**src/rtl/fpga_config_loader.sv**
```systemverilog
// Streaming bitstream loader: assembles CFG_W-bit column words from IN_W-bit beats,
// walks a one-hot column enable across the fabric, then raises ff_en and rdy.
module fpga_config_loader #(
    parameter int CFG_W     = 320,
    parameter int NCOLS     = 172,
    parameter int IN_W      = 8,
    parameter int FF_DELAY  = 10,
    parameter int RDY_DELAY = 10
) (
    input  logic             clock,
    input  logic             rst,
    input  logic [IN_W-1:0]  s_data,
    input  logic             s_valid,
    output logic             s_ready,
    output logic [CFG_W-1:0] configs_in,
    output logic [NCOLS-1:0] configs_en,
    output logic             ff_en,
    output logic             rdy
);
    localparam int BEATS = CFG_W / IN_W;
    localparam int BW    = (BEATS > 1) ? $clog2(BEATS) : 1;
    localparam int CW    = $clog2(NCOLS + 1);
    localparam int DMAX  = (FF_DELAY > RDY_DELAY) ? FF_DELAY : RDY_DELAY;
    localparam int DW    = $clog2(DMAX + 1);

    localparam logic [2:0] FILL     = 3'd0;
    localparam logic [2:0] COMMIT   = 3'd1;
    localparam logic [2:0] SHIFT    = 3'd2;
    localparam logic [2:0] SETTLE   = 3'd3;
    localparam logic [2:0] WAIT_RDY = 3'd4;
    localparam logic [2:0] DONE     = 3'd5;

    logic [2:0]       state_q, state_d;
    logic [BW-1:0]    beat_q, beat_d;
    logic [CW-1:0]    col_q, col_d;
    logic [DW-1:0]    dly_q, dly_d;
    logic [CFG_W-1:0] asm_q, asm_d;
    logic [CFG_W-1:0] cfg_q, cfg_d;
    logic [NCOLS-1:0] en_q, en_d;
    logic             ff_q, ff_d;
    logic             rdy_q, rdy_d;
    logic             accept;

    // Gated with rst so the port reads 0 in reset yet is already 1 on the first cycle after release.
    assign s_ready    = (state_q == FILL) && rst;
    assign accept     = s_valid && s_ready;
    assign configs_in = cfg_q;
    assign configs_en = en_q;
    assign ff_en      = ff_q;
    assign rdy        = rdy_q;

    always_comb begin
        state_d = state_q;
        beat_d  = beat_q;
        col_d   = col_q;
        dly_d   = dly_q;
        asm_d   = asm_q;
        cfg_d   = cfg_q;
        en_d    = en_q;
        ff_d    = ff_q;
        rdy_d   = rdy_q;
        case (state_q)
            FILL: begin
                if (accept) begin
                    asm_d[int'(beat_q) * IN_W +: IN_W] = s_data;
                    if (beat_q == BW'(BEATS - 1)) begin
                        beat_d  = '0;
                        state_d = COMMIT;
                    end else begin
                        beat_d = beat_q + 1'b1;
                    end
                end
            end
            COMMIT: begin
                cfg_d   = asm_q;
                state_d = SHIFT;
            end
            SHIFT: begin
                en_d    = en_q << 1;
                col_d   = col_q + 1'b1;
                state_d = (col_q == CW'(NCOLS - 1)) ? SETTLE : FILL;
            end
            SETTLE: begin
                if (dly_q == DW'(FF_DELAY - 1)) begin
                    ff_d    = 1'b1;
                    dly_d   = '0;
                    state_d = WAIT_RDY;
                end else begin
                    dly_d = dly_q + 1'b1;
                end
            end
            WAIT_RDY: begin
                if (dly_q == DW'(RDY_DELAY - 1)) begin
                    rdy_d   = 1'b1;
                    state_d = DONE;
                end else begin
                    dly_d = dly_q + 1'b1;
                end
            end
            default: ;
        endcase
    end

    always_ff @(posedge clock or negedge rst) begin
        if (!rst) begin
            state_q <= FILL;
            beat_q  <= '0;
            col_q   <= '0;
            dly_q   <= '0;
            asm_q   <= '0;
            cfg_q   <= '0;
            en_q    <= NCOLS'(1);
            ff_q    <= 1'b0;
            rdy_q   <= 1'b0;
        end else begin
            state_q <= state_d;
            beat_q  <= beat_d;
            col_q   <= col_d;
            dly_q   <= dly_d;
            asm_q   <= asm_d;
            cfg_q   <= cfg_d;
            en_q    <= en_d;
            ff_q    <= ff_d;
            rdy_q   <= rdy_d;
        end
    end
endmodule

```
**config.mk**
```make
export PLATFORM = sky130hd
export DESIGN_NAME = fpga_config_loader
export DESIGN_NICKNAME = d
export VERILOG_FILES = /design/src/rtl/fpga_config_loader.sv
export SDC_FILE = /design/constraint.sdc
export NUM_CORES = 1
export LEC_CHECK = 0
export BUFFER_PORTS_ARGS = -buffer_cell sky130_fd_sc_hd__buf_2
export CORE_ASPECT_RATIO = 1.4
export CORE_MARGIN = 2
export CORE_UTILIZATION = 57
export CTS_CLUSTER_DIAMETER = 150
export DETAILED_ROUTE_END_ITERATION = 8
export PLACE_DENSITY_LB_ADDON = 0.1
export SYNTH_ARGS = -nofsm -noshare
export SYNTH_HDL_FRONTEND = slang
export SYNTH_SLANG_ARGS = --single-unit
```
**constraint.sdc**
```tcl
create_clock -name clock -period 3.9 [get_ports clock]
set_input_delay 0.39 -clock clock [delete_from_list [all_inputs] [get_ports clock]]
set_output_delay 0.39 -clock clock [all_outputs]
set_load 0.01 [all_outputs]
```
==> results of run 1 <==
-- through the flow --
stage / worst slack [ns] / hold slack [ns] / util (%)
3_3_place_gp: 0.558 / 0.226 / 63.4
4_1_cts: 0.456 / 0.174 / 68.0
6_report: 0.411 / 0.198 / 68.0
5_1_grt: 0.161 / 0.193 / 68.0
3_5_place_dp: 0.471 / 0.230 / 63.4
2_1_floorplan: 0.802 / 0.0944 / -
-- registers in the layout, indices dropped and copies added, names as in the netlist --
signal,cells
dly_q,4
state_q,3
ff_en,1
rdy,1
configs_en,172
asm_q,320
col_q,8
configs_in,320
beat_q,6
-- power by group --
group	switching [mW]	internal [mW]	total, mW	leakage (nW)
clock network	3.24	4.56	7.81	1.29
logic	2.39	0.770	3.16	7.57
registers	0.199	8.97	9.17	11.6
-- per-layer routing --
| layer | wire length, um | part of all wire [%] | up-vias | track usage [%] |
|---|---|---|---|---|
| li1 | - | - | 9701 | - |
| met1 | 33800 | 39 | 11300 | 35.9 |
| met2 | 43600 | 50 | 756 | 48.4 |
| met3 | 6290 | 7.2 | 188 | 7.26 |
| met4 | 3330 | 3.8 | 0 | 11.8 |
| met5 | 0 | 0 | - | 0 |
-- cell usage in the layout, fill, tap and decap left out, drive strengths merged, types with 3 or more instances in the layout --
master / instances
clkinv: 15
o41ai: 97
nor3: 11
o21ai: 198
and3: 6
or3: 3
a22o: 3
o2111ai: 10
o31ai: 18
mux2: 600
and2: 11
a211oi: 4
nor4: 5
nand2: 244
nand3: 42
or2: 10
nand2b: 20
nand4: 12
nand4b: 3
bufinv: 7
xor2: 6
nor2b: 6
clkbuf: 116
buf: 557
dfrtp: 834
inv: 21
nor2: 72
ha: 6
a21oi: 4
o211ai: 3
xnor2: 10
-- path summary, 6_finish.rpt --
check | from | depth (start not counted) | end | slack (ns)
setup / recovery | beat_q[1] | 9 | asm_q[37] | 0.41
hold / removal | rst | 2 | configs_in[138] | 0.20
setup reg to reg | beat_q[1] | 9 | asm_q[37] | 0.41
hold reg to reg | asm_q[190] | 2 | asm_q[190] | 0.47
max in group asynchronous | rst | 4 | asm_q[123] | 1.34
min in group clock | s_valid | 3 | beat_q[0] | 0.24
-- critical path: stages (launching register included) --
cell and delay [ns]:
dfrtp_1 0.51, or3_1 0.50, nor3_1 0.16, ha_1 0.17
buf_4 0.29, or4b_2 0.61, a2111oi_0 0.44, o211ai_1 0.38
nand2_1 0.18, o21ai_0 0.10
-- logic make-up after synthesis --
logic type	count (synthesis)	share of synthesized area (%)
DFF	835	63.0
muxes	601	20.4
and+or+nand+nor	459	6.50
AOI/OAI and AO/OA	352	7.19
buffers and inverters	186	2.29
xor gates and xnor gates	16	0.422
adders and majority gates	6	0.226
-- area by class of cell --
class	count	area [um^2]	share of cell area, %
Clock buffer	116	2300	5.88
Clock inverter	25	325	0.831
Inverter	19	72.6	0.185
Multi-Input combinational cell	1434	11600	29.5
Sequential cell	835	20900	53.4
Tap cell	742	928	2.37
Timing Repair Buffer	558	3050	7.80
==> flow_summary.yaml, run 1 <==
run_status:
  status: "finished, final reports clean"
synthesis:
  ys_top_cells_by_area: "dfrtp_1 (63%), mux2_2 (20%), o21ai_0 (2.9%)"
  async_reset_ff_share_pct: 100
  syn-mean-instance-area_um2: 13.5
  syn_area_um2: 33200
  synth_seq_cells: 835
  synth_nets: 2472
  yosysTopAreaCellShare_pct: 62.9
  syn_inst: 2455
  ys_warn_count: 0
  synth.distinct_cells: 75
  yosys.cell_count.top_type: "dfrtp_1"
  synth_edf_count: 0
  synth_top_cell_by_area: "dfrtp_1"
  dominantRegCellSynth: "dfrtp_1"
  synth-seq-area-share_pct: 63.0
  ys_top_cells_by_count: "dfrtp_1 (834), mux2_2 (600), nand2_1 (243), o21ai_0 (194), clkbuf_1 (136)"
pwr:
  finalPower_mw: 20.1
  powerDensity_nw_per_um2: 515
  ir_worst_vdd_uv: 456
  power.leakage_nw: 20.5
setup_path:
  start_kind: "register"
  cp.arrival_ns: 3.97
  endpoint_kind: "register"
  worstPathMaxFanout: 27
  required_ns: 4.38
  worstSetupPathType: "register to register"
sta:
  fmax_mhz: 287
  timing.final.hold_violations: 0
  fin_crit_ns: 3.49
  post-route-period-util_pct: 89.5
  setup_viol: 0
  finClkSkew_ns: 0.0134
  worst_pin_slew_ns: 1.29
  fin_setup_tns_ns: 0
  relSlewSlack_pct: 13.8
  drv_slew: 0
  rsz0062_at_grt: "no"
layout:
  final_cells: 3729
  nets: 2944
  nFillCells: 4236
  diodes: 0
  final_cell_area_um2: 39100
  syn_to_final_growth_pct: 17.9
  drive_gt1_share_pct: 44.2
clock_tree:
  cts_setup_buffers: 0
  cts_hold_buf: 1
  cts_tree: "yes"
  cts.path.max_buffers: 3
  numCtsBuffers: 79
  ctsRootBufferMaster: "clkbuf_16"
  clk_latency_ns: 0.62
  cts_num_sinks: 835
  ctsResizeCount: 0
  clk_pin_slew_ns: 0.06
  cts-htree-levels: 3
placement:
  hpwlAfterDp_um: 60400
  place_inst: 3586
  portBuffers: 505
  postPlaceCellArea_um2: 36500
  gp_congestion: 0.939
global_routing:
  grt_antenna_before_repair: 0
  grt_max_degree: 177
  overflow: 0
  grt_usage_pct: 28.8
  grt_pass1_vias: 22600
  grt_pass1_wl_um: 134000
detailed_routing:
  antenna_left: 0
  dr.first_iter.drc_count: 1571
  drc: 0
  wl_per_cell_um: 23.3
  wirelength_um: 87100
  vias: 21900
  drt_pre_antenna_iters: 5
  drt-vias-per-instance: 5.88
min_path:
  hold_path.class: "primary input to asynchronous set/reset pin"
die:
  die_w_um: 208
  rows: 104
  start_util_pct: 57.7
  pin_count: 506
  core_area_um2: 57500
  die_area_um2: 60200
  die-height_um: 289
flow_run:
  maxCapViolCount: 0
Note: power is estimated with default switching activity, not from simulation.
==> inputs of run 2 (changes only) <==
==> config.mk (replaced) <==
export PLATFORM = sky130hd
export DESIGN_NAME = fpga_config_loader
export DESIGN_NICKNAME = d
export VERILOG_FILES = /design/src/rtl/fpga_config_loader.sv
export SDC_FILE = /design/constraint.sdc
export NUM_CORES = 1
export LEC_CHECK = 0
export CORE_ASPECT_RATIO = 1.4
export CORE_MARGIN = 2
export CORE_UTILIZATION = 60
export CTS_CLUSTER_DIAMETER = 150
export DETAILED_ROUTE_END_ITERATION = 8
export DONT_BUFFER_PORTS = 1
export PLACE_DENSITY_LB_ADDON = 0.1
export REMOVE_ABC_BUFFERS = 1
export SYNTH_ARGS = -nofsm -noshare
export SYNTH_HDL_FRONTEND = slang
export SYNTH_SLANG_ARGS = --single-unit
==> run 2 against run 1 <==
- the run now ends with negative hold slack, max-slew violations left
- power decreased by 3.3%
- clock power decreased by 5.8%
- sequential cell count unchanged
- combinational power decreased by 6.3%
- count of clock-buffer cells in the layout decreased by 8
- critical path depth decreased by 1
- global-route usage increased by 0.20 points
- design area decreased by 7.0%
- core utilization decreased by 1.9 points
- largest cell class unchanged
- worst setup slack improved by 0.013 ns
- hold slack got worse by 0.73 ns
- final cell count decreased by 14%
- critical endpoint unchanged
==> flow_summary.yaml, run 2 (synthesis results as in run 1) <==
global_routing:
  grt_pass1_wl_um: 126000
  grt_antenna_before_repair: 0
  grt_max_degree: 837
  overflow: 0
  grt_usage_pct: 29.0
  grt_pass1_vias: 20500
placement:
  portBuffers: 0
  hpwlAfterDp_um: 54000
  place_inst: 3056
  postPlaceCellArea_um2: 33800
  gp_congestion: 0.860
sta:
  hold_slack_ns: -0.528
  drv_slew: 376
  relSlewSlack_pct: -94.9
  worst_pin_slew_ns: 2.92
  setup_viol: 0
  post-route-period-util_pct: 89.1
  finClkSkew_ns: 0.0196
  fin_setup_tns_ns: 0
  fin_crit_ns: 3.48
  fmax_mhz: 288
  timing.final.hold_violations: 552
  rsz0062_at_grt: "no"
detailed_routing:
  vias: 19800
  drt_pre_antenna_iters: 5
  antenna_left: 0
  wl_per_cell_um: 25.8
  dr.first_iter.drc_count: 1280
  wirelength_um: 82400
  drc: 0
  drt-vias-per-instance: 6.18
flow_run:
  maxCapViolCount: 0
pwr:
  ir_worst_vdd_uv: 398
  power.leakage_nw: 17.6
  powerDensity_nw_per_um2: 536
  finalPower_mw: 19.5
clock_tree:
  clk_pin_slew_ns: 0.07
  cts.path.max_buffers: 3
  cts_hold_buf: 9
  clk_latency_ns: 0.62
  cts_num_sinks: 835
  numCtsBuffers: 77
  cts_tree: "yes"
  ctsRootBufferMaster: "clkbuf_16"
  cts-htree-levels: 3
setup_path:
  rr_startpoint: "beat_q[1]"
  required_ns: 4.38
  cp.arrival_ns: 3.95
  start_kind: "register"
  worstSetupPathType: "register to register"
  endpoint_kind: "register"
  cp-startpoint: "beat_q[1]"
  worstPathMaxFanout: 17
die:
  rows: 102
  die_w_um: 203
  die_area_um2: 57200
  start_util_pct: 60.3
  pin_count: 506
  die-height_um: 282
  core_area_um2: 55000
layout:
  drive_gt1_share_pct: 32.6
  nets: 2435
  final_cell_area_um2: 36400
  final_cell_mix: "dfrtp_1 (834), mux2_2 (600), nand2_1 (243)"
  diodes: 0
  fin_util_pct: 66.1
  final_cells: 3198
  syn_to_final_growth_pct: 9.63
  final_common_cell: "dfrtp_1"
run_status:
  status: "complete, but fails checks"
  violations: "negative hold slack, max-slew violations"
min_path:
  hold_path.class: "primary input to asynchronous set/reset pin"
## run 2: cell types whose count changed in the layout (fill, tap and decap cells not counted), sizes merged, moves of 2 or more
cell,previous run,this run
clkinv,15,17
dlygate4sd3,1,9
clkbuf,116,108
buf,557,42
bufinv,7,2
clkinvlp,1,3
## run 2: what timing repair did
item | in CTS | in global routing
resized for setup | 0 | 1
endpoints found under the hold margin | 899 | 835
setup endpoints to repair | 0 | 7
buffers inserted | 0 | 2
## run 2: area by class of cell
type,instances,area [um^2]
tap,728,911
clock buffer,108,2260
sequential,835,20900
fill,3958,18600
multi-input combinational,1434,11600
inverter,19,72.6
clock inverter,23,206
timing repair buffer,51,480
## run 2: metal layers
layer	routed length (um)	share of wire (%)	GRT usage [%]	up-vias
met5	0	0	0	-
met4	3380	4.1	12.8	0
met3	7170	8.7	8.95	140
met2	41900	51	49.2	677
met1	30000	36	34.1	10300
li1	-	-	-	8671
## run 2: final timing paths
| path | to | slack, ns | depth (start not counted) |
|---|---|---|---|
| worst max-delay path | asm_q[37] | 0.42 | 8 |
| worst min-delay path | configs_in[178] | -0.53 | 0 |
| worst max register to register | asm_q[37] | 0.42 | 8 |
| worst min register to register | asm_q[233] | 0.47 | 2 |
| max in group asynchronous | configs_in[231] | 2.14 | 0 |
| min in group clock | asm_q[145] | 0.04 | 4 |
## run 2: stage by stage
step           hold slack, ns  worst slack (ns)
2_1_floorplan          0.0944            -20.72
3_3_place_gp            0.113             0.444
3_5_place_dp            0.110             0.308
4_1_cts                -0.557             0.261
5_1_grt                -0.545             0.126
6_report               -0.528             0.425
## run 2: where the power goes
group / leakage, nW / internal (mW) / switching, mW / total (mW)
clock network: 1.22 / 4.17 / 3.19 / 7.36
registers: 11.6 / 8.97 / 0.193 / 9.17
logic: 4.73 / 0.771 / 2.19 / 2.96
total: 17.6 / 13.9 / 5.57 / 19.5
## run 2: critical path, stage by stage, from the launching register on
cell and delay (ns):
dfrtp_1 0.51, or3_1 0.50, nor3_1 0.18, ha_2 0.42, or4b_2 0.61, a2111oi_0 0.43
o211ai_1 0.38, nand2_1 0.18, o21ai_0 0.11
